$ cat src/rtl/i2s_serm_if.sv
// Sample handshake and I2S serial lines of the i2s_serm transmitter.
// master = sample producer, slave = i2s_serm.
interface i2s_serm_if;
  logic [23:0] lft_chnnl;
  logic [23:0] rght_chnnl;
  logic        wrt_smpl;
  logic        rdy;
  logic        underflow;
  logic        I2S_sclk;
  logic        I2S_ws;
  logic        I2S_data;

  modport master (
    output lft_chnnl, rght_chnnl, wrt_smpl,
    input  rdy, underflow, I2S_sclk, I2S_ws, I2S_data
  );

  modport slave (
    input  lft_chnnl, rght_chnnl, wrt_smpl,
    output rdy, underflow, I2S_sclk, I2S_ws, I2S_data
  );
endinterface

$ cat src/rtl/i2s_serm.sv
// Transmit-side I2S serializer: single-entry sample buffer, sclk/ws generation, MSB-first Philips framing.
// Define I2S_SERM_HOLD_EN to retransmit the previous samples on underflow instead of zeros.
module i2s_serm #(
  parameter int SCLK_DIV = 32
) (
  input logic       clk,
  input logic       rst_n,
  i2s_serm_if.slave bus
);

  localparam int HALF = SCLK_DIV / 2;
  localparam int DIVW = (HALF > 1) ? $clog2(HALF) : 1;
  localparam logic [DIVW-1:0] DIV_LAST = DIVW'(HALF - 1);
  localparam logic [DIVW-1:0] DIV_ONE  = DIVW'(1);

  logic [DIVW-1:0] r_div;
  logic            r_sclk;
  logic [5:0]      r_bit_cnt;
  logic            r_ws;
  logic            r_data;
  logic [23:0]     r_left_sh;
  logic [23:0]     r_right_sh;
  logic [23:0]     r_hold_l;
  logic [23:0]     r_hold_r;
  logic            r_rdy;
  logic            r_underflow;
`ifdef I2S_SERM_HOLD_EN
  logic [23:0]     r_last_l;
  logic [23:0]     r_last_r;
`endif

  logic            w_tc;
  logic            w_fall;
  logic [5:0]      w_next_cnt;
  logic            w_load;
  logic            w_accept;
  logic [23:0]     w_fill_l;
  logic [23:0]     w_fill_r;

  assign w_tc       = (r_div == DIV_LAST);
  assign w_fall     = w_tc & r_sclk;
  assign w_next_cnt = r_bit_cnt + 6'd1;
  assign w_load     = w_fall & (w_next_cnt == 6'd63);
  // rdy=1 means the holding buffer is empty, so only an empty buffer accepts a write
  assign w_accept   = bus.wrt_smpl & r_rdy;

  // Frame source: buffered samples when full, otherwise the underflow fill.
  always_comb begin
    w_fill_l = 24'h000000;
    w_fill_r = 24'h000000;
    if (!r_rdy) begin
      w_fill_l = r_hold_l;
      w_fill_r = r_hold_r;
    end else begin
`ifdef I2S_SERM_HOLD_EN
      w_fill_l = r_last_l;
      w_fill_r = r_last_r;
`else
      w_fill_l = 24'h000000;
      w_fill_r = 24'h000000;
`endif
    end
  end

  // Bit-clock divider: sclk toggles at each terminal count.
  always_ff @(posedge clk or negedge rst_n) begin
    if (!rst_n) begin
      r_div  <= '0;
      r_sclk <= 1'b0;
    end else if (w_tc) begin
      r_div  <= '0;
      r_sclk <= ~r_sclk;
    end else begin
      r_div  <= r_div + DIV_ONE;
    end
  end

  // Slot counter, word select and serial data, all advancing on sclk falling events.
  always_ff @(posedge clk or negedge rst_n) begin
    if (!rst_n) begin
      r_bit_cnt  <= 6'd62;
      r_ws       <= 1'b1;
      r_data     <= 1'b0;
      r_left_sh  <= 24'h000000;
      r_right_sh <= 24'h000000;
    end else if (w_fall) begin
      r_bit_cnt <= w_next_cnt;
      // ws leads the MSB by one slot, so it flips entering slots 31 and 63
      r_ws      <= (w_next_cnt >= 6'd31) && (w_next_cnt != 6'd63);
      if (w_load) begin
        r_left_sh  <= w_fill_l;
        r_right_sh <= w_fill_r;
        r_data     <= 1'b0;
      end else if (w_next_cnt <= 6'd23) begin
        r_data    <= r_left_sh[23];
        r_left_sh <= {r_left_sh[22:0], 1'b0};
      end else if ((w_next_cnt >= 6'd32) && (w_next_cnt <= 6'd55)) begin
        r_data     <= r_right_sh[23];
        r_right_sh <= {r_right_sh[22:0], 1'b0};
      end else begin
        r_data <= 1'b0;
      end
    end
  end

  // Holding buffer, rdy and underflow; a load from a full buffer and a write never coincide.
  always_ff @(posedge clk or negedge rst_n) begin
    if (!rst_n) begin
      r_hold_l    <= 24'h000000;
      r_hold_r    <= 24'h000000;
      r_rdy       <= 1'b1;
      r_underflow <= 1'b0;
    end else begin
      r_underflow <= w_load & r_rdy;
      if (w_load && !r_rdy) begin
        r_rdy <= 1'b1;
      end else if (w_accept) begin
        r_rdy <= 1'b0;
      end
      if (w_accept) begin
        r_hold_l <= bus.lft_chnnl;
        r_hold_r <= bus.rght_chnnl;
      end
    end
  end

`ifdef I2S_SERM_HOLD_EN
  // Remember the last real samples so an underflow frame can repeat them.
  always_ff @(posedge clk or negedge rst_n) begin
    if (!rst_n) begin
      r_last_l <= 24'h000000;
      r_last_r <= 24'h000000;
    end else if (w_load && !r_rdy) begin
      r_last_l <= r_hold_l;
      r_last_r <= r_hold_r;
    end
  end
`endif

  assign bus.rdy       = r_rdy;
  assign bus.underflow = r_underflow;
  assign bus.I2S_sclk  = r_sclk;
  assign bus.I2S_ws    = r_ws;
  assign bus.I2S_data  = r_data;

endmodule

$ cat src/flat_wrapper.sv
// flat-port wrapper written by rule: the top's interface ports become plain ports
module i2s_serm_flat 
#(
  parameter int SCLK_DIV = 32
)
  (clk, rst_n, bus_lft_chnnl, bus_rght_chnnl, bus_wrt_smpl, bus_rdy, bus_underflow, bus_I2S_sclk, bus_I2S_ws, bus_I2S_data);
  i2s_serm_if bus_i ();
  input logic clk;
  input logic rst_n;
  input wire logic [$bits(bus_i.lft_chnnl)-1:0] bus_lft_chnnl;
  input wire logic [$bits(bus_i.rght_chnnl)-1:0] bus_rght_chnnl;
  input wire logic [$bits(bus_i.wrt_smpl)-1:0] bus_wrt_smpl;
  output wire logic [$bits(bus_i.rdy)-1:0] bus_rdy;
  output wire logic [$bits(bus_i.underflow)-1:0] bus_underflow;
  output wire logic [$bits(bus_i.I2S_sclk)-1:0] bus_I2S_sclk;
  output wire logic [$bits(bus_i.I2S_ws)-1:0] bus_I2S_ws;
  output wire logic [$bits(bus_i.I2S_data)-1:0] bus_I2S_data;
  assign bus_i.lft_chnnl = bus_lft_chnnl;
  assign bus_i.rght_chnnl = bus_rght_chnnl;
  assign bus_i.wrt_smpl = bus_wrt_smpl;
  assign bus_rdy = bus_i.rdy;
  assign bus_underflow = bus_i.underflow;
  assign bus_I2S_sclk = bus_i.I2S_sclk;
  assign bus_I2S_ws = bus_i.I2S_ws;
  assign bus_I2S_data = bus_i.I2S_data;
  i2s_serm #(.SCLK_DIV(SCLK_DIV)) u_core (.clk(clk), .rst_n(rst_n), .bus(bus_i));
endmodule
$ cat config.mk
export PLATFORM = sky130hd
export DESIGN_NAME = i2s_serm_flat
export DESIGN_NICKNAME = d
export VERILOG_FILES = /design/src/rtl/i2s_serm_if.sv /design/src/rtl/i2s_serm.sv /design/src/flat_wrapper.sv
export SDC_FILE = /design/constraint.sdc
export NUM_CORES = 1
export LEC_CHECK = 0
export CORE_ASPECT_RATIO = 0.8
export CORE_MARGIN = 4
export CORE_UTILIZATION = 55
export DETAILED_ROUTE_END_ITERATION = 6
export GPL_ROUTABILITY_DRIVEN = 0
export GPL_TIMING_DRIVEN = 0
export HOLD_SLACK_MARGIN = 0.08
export PLACE_DENSITY = 0.75
export SLEW_MARGIN = 0
export SYNTH_ARGS = -nofsm -noshare
export SYNTH_HDL_FRONTEND = slang
export SYNTH_SLANG_ARGS = --single-unit
$ cat constraint.sdc
create_clock -name clk -period 4.2 [get_ports clk]
set_clock_uncertainty 0.1 [all_clocks]
set_input_delay 1.05 -clock clk [delete_from_list [all_inputs] [get_ports clk]]
set_output_delay 1.05 -clock clk [all_outputs]
set_load 0.03 [all_outputs]
Yosys cells after proc, flatten, opt, wreduce, memory -nomap -nowiden. Index checks and enable logic that the tools add are counted.

Flip-flop bits (word level): 111. Input port bits: 51. Output and inout port bits: 5.

$add $sub $neg: 2. $lt $le $gt $ge: 4. Equality and inequality tests: 4. Multiplexer cells: 13. Bitwise gates (word level): 5. Reductions and logical operators: 9.

Operators by type and width (number): 24-bit 2-to-1 mux (7); 6-bit by 1-bit adder with 6-bit output, second input constant (1); 6-bit == test, second input constant (1); 6-bit by 5-bit greater-or-equal comparator with 1-bit output, second input constant (1); 6-bit greater-or-equal comparator, second input constant (1); 6-bit by 5-bit <= comparator with 1-bit output, second input constant (1); 6-bit <= comparator, second input constant (1); 6-bit != test, second input constant (1); 2-bit nonzero test (3); 1-bit 2-to-1 mux (5); 4-bit by 1-bit adder with 4-bit output, second input constant (1); 1-bit AND (4); 4-bit == test, second input constant (1); 4-bit 2-to-1 mux (1); 1-bit logical AND (3); 3-bit AND reduction (1); 2-bit by 1-bit != test with 1-bit output, second input constant (1); 2-bit AND reduction (1); 1-bit zero test (1); 1-bit NOT (1).

Longest topological paths before layout. Gate-level depths: netlist (run 1).

Depth in word-level cells: 6. Depth in mapped cells: 9. Mapped depth without buffers: 7.

Worst setup path after synthesis (run 1). Ideal clock, no wire load.

Path type: reg2reg. Start point: reg u_core.r_bit_cnt[1]. End point: reg u_core.r_left_sh[2]. Library setup time: 125 ps. Arrival: 2308 ps. Path slack: 1667 ps. Stages on the path, launching flop included: 9. Cell sequence: dfstp_2 ha_1 a21oi_1 o221ai_1 o21ai_1 nor4_2 buf_4 mux2_2 mux2_2.

Word-level cells in the longest chain between the ends: 5. Elaborated cells between the ends (all ways): 7. Those cells by class: 1 x add/sub; 1 x order compare; 1 x eq/ne; 1 x mux; 1 x bitwise; 2 x reduce/logical.

Ends and longest elaborated chain: from (decl) (RTL line i2s_serm.sv:18) `logic [5:0] r_bit_cnt;`; from (signal assigned) (RTL line i2s_serm.sv:87) `r_bit_cnt <= w_next_cnt;`; 6-bit by 1-bit adder with 6-bit output * (RTL line i2s_serm.sv:42) `assign w_next_cnt = r_bit_cnt + 6'd1;`; parallel branches: the longest is 4 deep, another holds 6-bit by 5-bit <= comparator with 1-bit output; to (signal assigned) (RTL line i2s_serm.sv:91) `r_left_sh <= w_fill_l;`; to (signal assigned) (RTL line i2s_serm.sv:96) `r_left_sh <= {r_left_sh[22:0], 1'b0};`; to (decl) (RTL line i2s_serm.sv:21) `logic [23:0] r_left_sh;`.

Every way passes the cells marked *. A chain may end at the register's enable or synchronous reset.

Worst setup path in the final report (run 1).
Start point: in bus_wrt_smpl. End point: reg u_core.r_hold_l[21].

Word-level cells in the longest chain between the ends: 1.

Ends and longest elaborated chain: from (decl) (RTL line flat_wrapper.sv:12) `input wire logic [$bits(bus_i.wrt_smpl)-1:0] bus_wrt_smpl;`; 1-bit AND (RTL line i2s_serm.sv:45) `assign w_accept = bus.wrt_smpl & r_rdy;`; to (signal assigned) (RTL line i2s_serm.sv:121) `r_hold_l <= bus.lft_chnnl;`; to (decl) (RTL line i2s_serm.sv:23) `logic [23:0] r_hold_l;`.

Every way passes these cells.

==> run metrics, run 1 <==
run status=completed; clk root buf=clkbuf_16; Synth Register Bits=111; post-synth top area cell=dfrtp_1; Synth Cell Area=5100 µm²; unrepaired setup endpoints after global routing=no; total power=0.00195 W; max-cap viol count=0; multi-input logic area=2130 µm²; Gate Count Post-Synth=413; Final Max Tran Viols=0; Most common cell on crit path=clkbuf_1; Final Core Density=67.6%; cell family with most CP delay=buffers and inverters; Peak VDD IR=271 µV; largest stage delay on the critical path=520 ps; Setup CP Type=in2reg; fin crit period=2900 ps; critical path's slowest cell=clkbuf_1; synth unique cells=38; Post-DP HPWL=6.62 mm; Total Routing Usage GR=19.1%; Max transition margin=58.0%; FP Rows=31; Peak Freq=345 MHz; htree depth=3; DIE AREA=10900 µm²; area of all sequential standard cells=2790 µm²; Resized cells post-CTS=0; HP Class=reg2reg; post-synthesis sequential area ratio=54.6%; DRT Pass-1 Iters=4; final setup TNS=0 ps; Routed WL per cell=15.6 µm; CTS sink cnt=111; final worst-path setup slack=1300 ps; # DRC=0; share of cells above drive strength 1=19.0%; largest net degree at the start of global routing=71; ant diodes=0; Layout Area Growth over Synthesis=19.7%; Congestion Overflow GR=0; first-pass GRT wire length=16.1 mm; Vias/cell=5.30; main area contributors after synthesis=dfrtp_1, mux2_2, mux2i_1; initial antenna violation count=0; Final Hold Viols=0; via count=3180; CTS tree=yes; commonest non-fill, non-tap cell in the layout=dfrtp_1; Die Height=94.2 µm; crit-path max FO=10; number of nets in the layout=534; dpl ws=858 ps; share of the synthesized area in the top cell type=51.0%; vias in the first global route=3300; worst slew pin tran=630 ps; Longest Clk Path Bufs=2; hold buffers post-CTS=0; core area=9040 µm²; IO Pins=56; Worst-path clk slew=70 ps; Cell Pwr Density=320 nW/µm²; Tcrit/Tclk final=69.1%; final WL=9.39 mm; CP bufs+invs=3; syn_nets=467; Synthesis Warnings=0; Initial Util=56.5%; critical path arrival=3040 ps; crit end category=flop; worst path required time=4340 ps; Pleak=2.75 nW; final setup violation count=0; IO Port Bufs=55; post-route ant nets=0; fillers=704; most frequent cells in the layout=dfrtp_1, mux2_2, mux2i_1, clkdlybuf4s50_1, nor2b_1; TritonCTS buffer count=9; drt initial violations=258; Skew-Pair Late Insertion Delay=350 ps; Syn Area/Cell=12.4 µm²; CP Launch Type=input pin; number of setup buffers added after CTS=0; CP cell instances=clkdlybuf4s50_1 > nand2_1 > clkbuf_1 > clkbuf_1 > mux2_2; Die W=116 µm
==> state kept, by name, indices dropped and copies added, names as in the netlist <==
register,flops
u_core.r_div,4
u_core.bus.I2S_sclk,1
u_core.r_left_sh,24
u_core.bus.I2S_ws,1
u_core.bus.I2S_data,1
u_core.bus.underflow,1
u_core.r_bit_cnt,6
u_core.bus.rdy,1
u_core.r_right_sh,24
u_core.r_hold_r,24
u_core.r_hold_l,24
==> kinds of logic (layout without fill, tap and decap cells) <==
logic type	Yosys count	count (layout)	share of synthesized area (%)
muxes	117	117	24.5
xor gates and xnor gates	8	8	1.52
DFF	111	111	54.6
AOI/OAI and AO/OA	42	42	4.85
buffers and inverters	39	111	3.75
adders and majority gates	3	3	0.736
and+or+nand+nor	93	93	10.1
==> through the flow <==
stage / hold slack, ps / area [µm²] / instances
global placement: 358 / 5800 / 583
CTS: 379 / 6110 / 600
finish: 375 / 6110 / 600
detailed placement: 362 / 5820 / 584
global route: 389 / 6110 / 600
floorplan: 342 / 5100 / 413
==> worst reg2reg max path: stages (launching register included) <==
cell	delay (ps)
dfstp_2	590
ha_1	270
a21oi_1	100
o221ai_1	200
o21ai_1	190
or3_4	440
a21oi_4	240
buf_6	210
mux2_1	340
==> cells in the mapped netlist <==
| cell | n |
|---|---|
| a22o_1 | 2 |
| o21ai_1 | 9 |
| nand4_1 | 2 |
| nand2_2 | 1 |
| o2bb2ai_1 | 1 |
| a21oi_4 | 1 |
| o21a_1 | 1 |
| ha_1 | 3 |
| xor2_1 | 3 |
| inv_1 | 15 |
| nor2b_1 | 36 |
| xnor2_1 | 4 |
| nand2b_1 | 11 |
| nand3_1 | 2 |
| dfrtp_1 | 104 |
| or3_4 | 1 |
| and2_1 | 1 |
| mux2i_1 | 54 |
| o221ai_1 | 1 |
| o31ai_1 | 1 |
| dfstp_2 | 7 |
| xor2_2 | 1 |
| clkbuf_1 | 16 |
| and3_1 | 2 |
| buf_4 | 4 |
| nand2_1 | 32 |
| a211o_1 | 1 |
| o21ai_0 | 20 |
| buf_6 | 4 |
| nor3_1 | 1 |
| mux2_1 | 9 |
| nand3b_1 | 1 |
| mux2_2 | 54 |
| a21o_1 | 1 |
| and4_4 | 1 |
| nor4_2 | 1 |
| a21oi_1 | 4 |
| nor2_1 | 1 |
==> power by group <==
part	leakage (nW)	internal, W	total [W]	switching [W]
clock	0.139	0.000437	0.000815	0.000378
sequential	1.51	0.00107	0.00107	0
combinational	1.10	0.0000430	0.0000700	0.0000270
==> worst paths after layout <==
check / start / to / slack [ps] / cells past startpoint
max: bus_wrt_smpl / u_core.r_hold_l[21] / 1300 / 5
min: u_core.r_div[3] / u_core.r_div[3] / 380 / 1
max reg2reg: u_core.r_bit_cnt[1] / u_core.r_left_sh[13] / 1410 / 8
min reg2reg: u_core.r_div[3] / u_core.r_div[3] / 380 / 1
max in group asynchronous: rst_n / u_core.bus.rdy / 2650 / 2
min in group asynchronous: rst_n / u_core.r_hold_r[13] / 590 / 1
==> per-layer routing <==
layer  share of wire [%]  up-vias  GRT usage (%)
li1                    -     1538              -
met2                  49       54           29.4
met4                0.94        0           7.15
met1                  47     1580           26.4
met3                 3.4        8           4.51
met5                   0        -              0
==> layout make-up <==
| cell class | count | share of cell area, % |
|---|---|---|
| Buffer | 24 | 2.21 |
| Timing Repair Buffer | 56 | 9.42 |
| Clock inverter | 4 | 0.492 |
| Sequential cell | 111 | 45.6 |
| Multi-Input combinational cell | 263 | 34.8 |
| Tap cell | 115 | 2.36 |
| Clock buffer | 12 | 4.20 |
| Inverter | 15 | 0.922 |
Note: power is estimated with default switching activity, not from simulation.
==> inputs of run 2 (changes only) <==
==> constraint.sdc (replaced) <==
create_clock -name clk -period 2.85 [get_ports clk]
set_clock_uncertainty 0.1 [all_clocks]
set_input_delay 0.7125 -clock clk [delete_from_list [all_inputs] [get_ports clk]]
set_output_delay 0.7125 -clock clk [all_outputs]
set_load 0.03 [all_outputs]
==> run 2 against run 1 <==
Non-clock buffer count grew 5. First-iteration DRC count decreased by 4.7%. Combinational power is 47% higher. Final area increased by 0.68%. Sequential power is 47% higher. Setup slack worse by 1200 ps. Clock-buffer cell count is the same. Power rose by 48%. Cell count increased by 0.83%. Die area stayed put. Sequential share of layout area fell by 0.31 points. Largest cell class unchanged. Largest power group unchanged.
==> run metrics, run 2 (synthesis results as in run 1) <==
core area=9040 µm²; NetSw=0.000600 W; FP Rows=31; via count=3188; clk root buf=clkbuf_16; clock share of power=41.8%; Hold Worst Slack=254 ps; drt initial violations=246; worst slew pin tran=622 ps; CP Launch Type=flop; fin crit period=2720 ps; Initial Util=56.5%; CP bufs+invs=1; Die W=116 µm; final setup violation count=0; Max transition margin=58.5%; dpl ws=-154 ps; most frequent cells in the layout=dfrtp_1, mux2_2, mux2i_1, clkdlybuf4s50_1, nor2b_1; run status=completed; Skew-Pair Late Insertion Delay=350 ps; cell family with most CP delay=compound AO/OA/AOI/OAI gates; Longest Clk Path Bufs=2; Net Sw Frac=20.8%; Cell Pwr Density=469 nW/µm²; Pleak=2.78 nW; internal power=0.00228 W; Die Height=94.2 µm; total power=0.00288 W; Layout Area Growth over Synthesis=20.5%; htree depth=3; critical path arrival=2850 ps; Congestion Overflow GR=0; number of nets in the layout=539; Reg power frac=54.6%; DIE AREA=10900 µm²; max-cap viol count=0; first-pass GRT wire length=16.1 mm; Peak Freq=368 MHz; post-route ant nets=0; Vias/cell=5.27; Peak VDD IR=400 µV; worst path required time=2980 ps; final setup TNS=0 ps; crit-path max FO=10; CTS tree=yes; crit end category=flop; # DRC=0; CTS sink cnt=111; final worst-path setup slack=132 ps; ant diodes=0; HP Class=in2async; Final Core Density=68.1%; IO Port Bufs=55; Post-DP HPWL=6.62 mm; Routed WL per cell=15.7 µm; DRT Pass-1 Iters=4; CP cell instances=ha_2 > a21oi_1 > o221ai_1 > o21ai_1 > or3_4 > a21oi_4 > buf_6 > mux2_1; vias in the first global route=3300; Final Hold Viols=0; commonest non-fill, non-tap cell in the layout=dfrtp_1; IO Pins=56; TritonCTS buffer count=9; unrepaired setup endpoints after global routing=no; combinational power share=3.6%; share of cells above drive strength 1=20.2%; final WL=9.47 mm; Final Max Tran Viols=0; Setup CP Type=reg2reg; Worst-path clk slew=70 ps; largest net degree at the start of global routing=71; largest stage delay on the critical path=590 ps; initial antenna violation count=0; critical path's slowest cell=dfstp_2; Tcrit/Tclk final=95.4%; Total Routing Usage GR=19.1%
[run 2: cell types whose count changed in the layout (fill, tap and decap cells not counted), sizes merged]
| cell | change |
|---|---|
| buf | +5 |
[run 2: timing repair]
action                     CTS  global route
setup buffers                0             5
hold buffers                 0             0
gates resized for setup      0             3
setup endpoints to repair    0            42
[run 2: area by class of cell]
cell class	instances	area, µm²
Buffer	24	136
Timing Repair Buffer	61	613
Clock buffer	12	256
Fill cell	695	2890
Inverter	15	56.3
Sequential cell	111	2790
Tap cell	115	144
Clock inverter	4	30.0
Multi-Input combinational cell	263	2130
[run 2: per-stage QoR]
stage | std cells | area, µm²
3_3_place_gp | 583 | 5800
2_1_floorplan | 413 | 5100
3_5_place_dp | 584 | 5820
4_1_cts | 600 | 6110
5_1_grt | 605 | 6150
6_report | 605 | 6150
[run 2: power groups by stage]
stage	Combinational (W)	Clock (W)	Sequential (W)
after floorplan	0.000000993	0	0.00161
after global placement	0.000101	0	0.00161
after detailed placement	0.000107	0	0.00160
after CTS	0.000107	0.00123	0.00157
after global routing	0.000114	0.00130	0.00157
final	0.000103	0.00120	0.00157
[run 2: layer usage]
metal,share of wire (%),track usage (%),vias up
met3,3.6,4.51,5
met4,0.61,7.15,0
met5,0,0,-
met2,49,29.4,54
li1,-,-,1553
met1,47,26.4,1576
[run 2: worst reg2reg max path, cell delays in order (launching register included)]
cell and delay [ps]:
dfstp_2 590, ha_2 240, a21oi_1 80, o221ai_1 200
o21ai_1 170, or3_4 440, a21oi_4 230, buf_6 200
mux2_1 340
[run 2: path summary, 6_finish.rpt]
kind / from / depth (start not counted) / slack [ps] / endpoint
setup / recovery: u_core.r_bit_cnt[1] / 8 / 130 / u_core.r_left_sh[13]
hold / removal: rst_n / 1 / 250 / u_core.r_hold_r[13]
setup reg to reg: u_core.r_bit_cnt[1] / 8 / 130 / u_core.r_left_sh[13]
hold reg to reg: u_core.r_div[3] / 1 / 380 / u_core.r_div[3]
max in group asynchronous: rst_n / 2 / 1630 / u_core.r_bit_cnt[1]
min in group clk: u_core.r_div[3] / 1 / 380 / u_core.r_div[3]
==> inputs of run 3 (changes only) <==
--- a/config.mk
+++ b/config.mk
@@ -12,6 +12,7 @@
 export GPL_ROUTABILITY_DRIVEN = 0
 export GPL_TIMING_DRIVEN = 0
 export HOLD_SLACK_MARGIN = 0.08
+export MAX_ROUTING_LAYER = met4
 export PLACE_DENSITY = 0.75
 export SLEW_MARGIN = 0
 export SYNTH_ARGS = -nofsm -noshare
==> run 3 against run 2 <==
Critical path depth unchanged. Sequential power about the same. Non-clock buffer count is the same. Power about the same. Via count rose by 0.19%. Clock-buffer cell count is the same. Critical path type unchanged. Highest routed layer unchanged.
==> run metrics, run 3 (synthesis results as in run 1) <==
run status=completed; worst slew pin tran=645 ps; FF-to-FF End=u_core.r_left_sh[13]; Tcrit/Tclk final=95.6%; TritonCTS buffer count=9; Peak Freq=367 MHz; IO Pins=56; Worst Reg2Reg Path Length in Cells=8; dpl ws=-154 ps; number of nets in the layout=539; crit-path max FO=10; post-route ant nets=0; area of all sequential standard cells=2790 µm²; hold buffers post-CTS=0; Initial Util=56.5%; most frequent cells in the layout=dfrtp_1, mux2_2, mux2i_1, clkdlybuf4s50_1, nor2b_1; CP cell instances=ha_2 > a21oi_1 > o221ai_1 > o21ai_1 > or3_4 > a21oi_4 > buf_6 > mux2_1; HP Class=in2async; critical path's slowest cell=dfstp_2; final setup violation count=0; crit end category=flop; Setup CP Type=reg2reg; first-pass GRT wire length=16.1 mm; placed inst area=5820 µm²; design area=6150 µm²; clk root buf=clkbuf_16; DIE AREA=10900 µm²; Reg2Reg Launch Point=u_core.r_bit_cnt[1]; largest stage delay on the critical path=590 ps; Layout Area Growth over Synthesis=20.5%; # DRC=0; critical path arrival=2850 ps; drt initial violations=244; Peak VDD IR=403 µV; FF-to-FF setup slack=130 ps; core area=9040 µm²; Die W=116 µm; Worst-path clk slew=70 ps; vias in the first global route=3306; Routed WL per cell=15.6 µm; commonest non-fill, non-tap cell in the layout=dfrtp_1; fillers=695; Max transition margin=57.0%; Hold Worst Slack=255 ps; Longest Clk Path Bufs=2; via count=3194; unrepaired setup endpoints after global routing=no; ant diodes=0; final setup TNS=0 ps; Cell Pwr Density=469 nW/µm²; htree depth=3; max-cap viol count=0; CTS sink cnt=111; Die Height=94.2 µm; Setup crit start=u_core.r_bit_cnt[1]; multi-input logic area=2130 µm²; Final Max Tran Viols=0; Congestion Overflow GR=0; Skew-Pair Late Insertion Delay=350 ps; largest net degree at the start of global routing=71; CP Launch Type=flop; worst path required time=2980 ps; final WL=9.43 mm; initial antenna violation count=0; total power=0.00288 W; CTS tree=yes; Final Hold Viols=0; Vias/cell=5.28; fin crit period=2720 ps; IO Port Bufs=55; Post-DP HPWL=6.62 mm; share of cells above drive strength 1=20.2%; FP Rows=31; Pleak=2.78 nW; Total Routing Usage GR=19.6%; DRT Pass-1 Iters=4; final worst-path setup slack=126 ps
run 3: cell counts in the layout (fill, tap and decap cells not counted):
No cell type changed its count.
run 3: through the flow:
step	std cells	utilization, %
2_1_floorplan	413	-
3_3_place_gp	583	64.2
3_5_place_dp	584	64.4
4_1_cts	600	67.6
5_1_grt	605	68.1
6_report	605	68.1
run 3: worst max-delay path, delay by kind of cell, from the launching register on:
kind,cells,cell delay [ps]
simple gates,1,440
buf+inv,1,200
flops,1,590
compound gates,4,690
mux,1,340
fa+ha+maj,1,240
run 3: layer usage:
layer / share of wire (%) / global-route usage, % / up-vias
li1: - / - / 1546
met1: 48 / 26.4 / 1575
met2: 47 / 29.5 / 57
met3: 3.5 / 4.76 / 16
met4: 1.4 / 6.57 / 0
met5: 0 / - / -
run 3: area by class of cell:
cell class                 instances  area share (%)
clock buffer                      12            4.17
timing repair buffer              61            9.97
multi-input combinational        263            34.6
inverter                          15           0.915
tap                              115            2.34
buffer                            24            2.22
sequential                       111            45.3
clock inverter                     4           0.488
run 3: how the worst max path moves through the flow:
stage,cells after the start,endpoint,slack (ps)
after detailed placement,5,u_core.r_hold_r[6],-150
after global placement,1,u_core.r_hold_l[13],-3230
after CTS,8,u_core.r_left_sh[13],60
final,8,u_core.r_left_sh[13],130
after floorplan,8,u_core.r_left_sh[2],320
after global routing,8,u_core.r_left_sh[13],0.4
run 3: what timing repair did:
item | in CTS | in global routing
buffers inserted | 0 | 5
resized for setup | 0 | 3
setup endpoints to repair | 0 | 42
run 3: power by group:
group	switching, W	internal [W]	leakage [nW]	total [W]
Clock	0.000560	0.000645	0.139	0.00120
Combinational	0.0000399	0.0000634	1.13	0.000103
Sequential	0	0.00157	1.51	0.00157
==> edit (settings of run 2) <==
`SCLK_DIV` is set to 32 in 2 places; all go to 64.
--- a/src/rtl/i2s_serm.sv
+++ b/src/rtl/i2s_serm.sv
@@ -3,3 +3,3 @@
 module i2s_serm #(
-  parameter int SCLK_DIV = 32
+  parameter int SCLK_DIV = 64
 ) (
--- a/src/flat_wrapper.sv
+++ b/src/flat_wrapper.sv
@@ -3,3 +3,3 @@
 #(
-  parameter int SCLK_DIV = 32
+  parameter int SCLK_DIV = 64
 )
Function: same outputs for any inputs over 10 cycles, from zero or initial values and one cycle with rst_n low; that may be too few to reach the edited logic, so the function may still have changed.
==> edit against run 2 <==
- cell area grew 2.2%
- sequential share of layout area shrank 0.58 points
- highest routed layer unchanged
- worst setup slack gained 0.078 ns
- wire length grew 23%
- clock power grew 4%
- synthesized area grew 3.5%
- sequential cell count grew 1
- critical path type is now input port to flop
- power grew 7.3%
- critical path depth shrank 3
- non-clock buffer count grew 19
- count of clock-buffer cells in the layout shrank 1
- maximum frequency grew 3.0%
==> edit: results (changes against run 2) <==
| Metric | Value |
|---|---|
| Largest net degree at the start of global routing | `62 (was 71)` |
| Outcome | `finished, final reports clean (unchanged)` |
| Post-synth top cells | `dfrtp_1, mux2_2, nand4_1, a31oi_1, o21ai_0 (was dfrtp_1, mux2_2, mux2i_1, nor2b_1, nand2_1)` |
| Vias/cell | `6.256 (was 5.269)` |
| PwrDens | `491.9 nW/µm² (was 468.6 nW/µm²)` |
| Fin nets | `588 (was 539)` |
| Mapped Nets | `522 (was 467)` |
| Slowest-stage cell, CP | `clkbuf_1 (was dfstp_2)` |
| CP top delay family | `buffers and inverters (was compound AO/OA/AOI/OAI gates)` |
| Final Util | `68.40% (was 68.06%)` |
| Post-CTS setup buffer count | `0 (unchanged)` |
| LEAKAGE | `2.678 nW (was 2.776 nW)` |
| 1st-iter DRT viols | `315 (was 246)` |
| Register-to-register path setup slack | `0.21 ns (was 0.13 ns)` |
| Share of layout cells above drive strength 1 | `19.89% (was 20.20%)` |
| Cells taking the most area after synthesis | `dfrtp_1, mux2_2, nand4_1 (was dfrtp_1, mux2_2, mux2i_1)` |
| Setup Slack @ Placement | `-0.1573 ns (was -0.1543 ns)` |
| Post-layout minimum cycle time | `2.640 ns (was 2.718 ns)` |
| CP Launch Point | `bus_wrt_smpl (was u_core.r_bit_cnt[1]$_DFFE_PN1P_)` |
| Hpwl dp | `8048 µm (was 6625 µm)` |
| Synth unique cells | `45 (was 38)` |
| Wire per inst | `17.81 µm (was 15.65 µm)` |
| Worst EP arrival | `2.77 ns (was 2.85 ns)` |
| Comb power frac | `5.1% (was 3.6%)` |
| CP max stage delay | `0.53 ns (was 0.59 ns)` |
| Gr usage total | `21.66% (was 19.08%)` |
| Placed instance area | `6002 µm² (was 5823 µm²)` |
| Worst R2R Path Depth | `11 (was 8)` |
| Final Hold Slack | `0.3512 ns (was 0.2538 ns)` |
| Vias in the first global route | `3979 (was 3300)` |
| Fillers | `722 (was 695)` |
| Drt pass-1 iters | `5 (was 4)` |
| First-pass GRT wire length | `19490 µm (was 16080 µm)` |
| Worst Tran Pin Value | `0.7832 ns (was 0.6221 ns)` |
| CTS Buf Count | `9 (unchanged)` |
| Peak supply drop | `0.4318 mV (was 0.4000 mV)` |
| Post-synthesis sequential area ratio | `53.22% (was 54.60%)` |
| Sequential power share | `54.4% (was 54.6%)` |
| Reg-to-reg startpoint | `u_core.r_div[0]$_DFF_PN0_ (was u_core.r_bit_cnt[1]$_DFFE_PN1P_)` |
edit: cell count changes after synthesis, moves of 12 or more:
| cell | change |
|---|---|
| a211oi_1 | +23 |
| mux2i_1 | -53 |
| o21ai_1 | +12 |
| nand2_1 | -25 |
| nand4_1 | +45 |
| a31oi_1 | +46 |
| a21oi_1 | +22 |
| nor2b_1 | -35 |
edit: final cells by class:
cell class	count	area share, %
clock inverters	5	0.8955
multi-input cells	301	34.35
well taps	115	2.289
clock buffers	11	3.701
inverters	5	0.2985
repair buffers	56	9.154
flip-flops and latches	112	44.72
plain buffers	48	4.597
edit: layer usage:
layer / track usage (%) / vias up / share of wire (%)
li1: - / 1899 / -
met1: 30.14 / 2043 / 47
met2: 34.62 / 135 / 47
met3: 5.219 / 8 / 5.4
met4: 5.854 / 0 / 0.77
met5: 0 / - / 0
edit: cells by family (layout without fill, tap and decap cells):
logic type               count (synthesis)  after routing  synth area share [%]
AO/OA/AOI/OAI                          154            154                 18.05
flip-flops                             112            112                 53.22
adder cells (fa/ha/maj)                  4              4                0.9475
multiplexers                            49             49                 10.42
AND/OR/NAND/NOR                         85             85                 9.972
XOR/XNOR                                 9              9                 1.492
buffers and inverters                   54            125                 5.898
edit: per-stage QoR:
step / setup TNS (ns) / std cells
floorplan: 0 / 467
global placement: -352.30 / 637
detailed placement: -2.576 / 638
CTS: 0 / 654
global route: 0 / 653
finish: 0 / 653
edit: worst register-to-register path: cells and delay by family, from the launching register on:
family | cells | cell delay (ns)
AND/OR/NAND/NOR | 4 | 0.78
adder cells (fa/ha/maj) | 2 | 0.47
buffers and inverters | 3 | 0.45
flip-flops | 1 | 0.39
AO/OA/AOI/OAI | 2 | 0.37
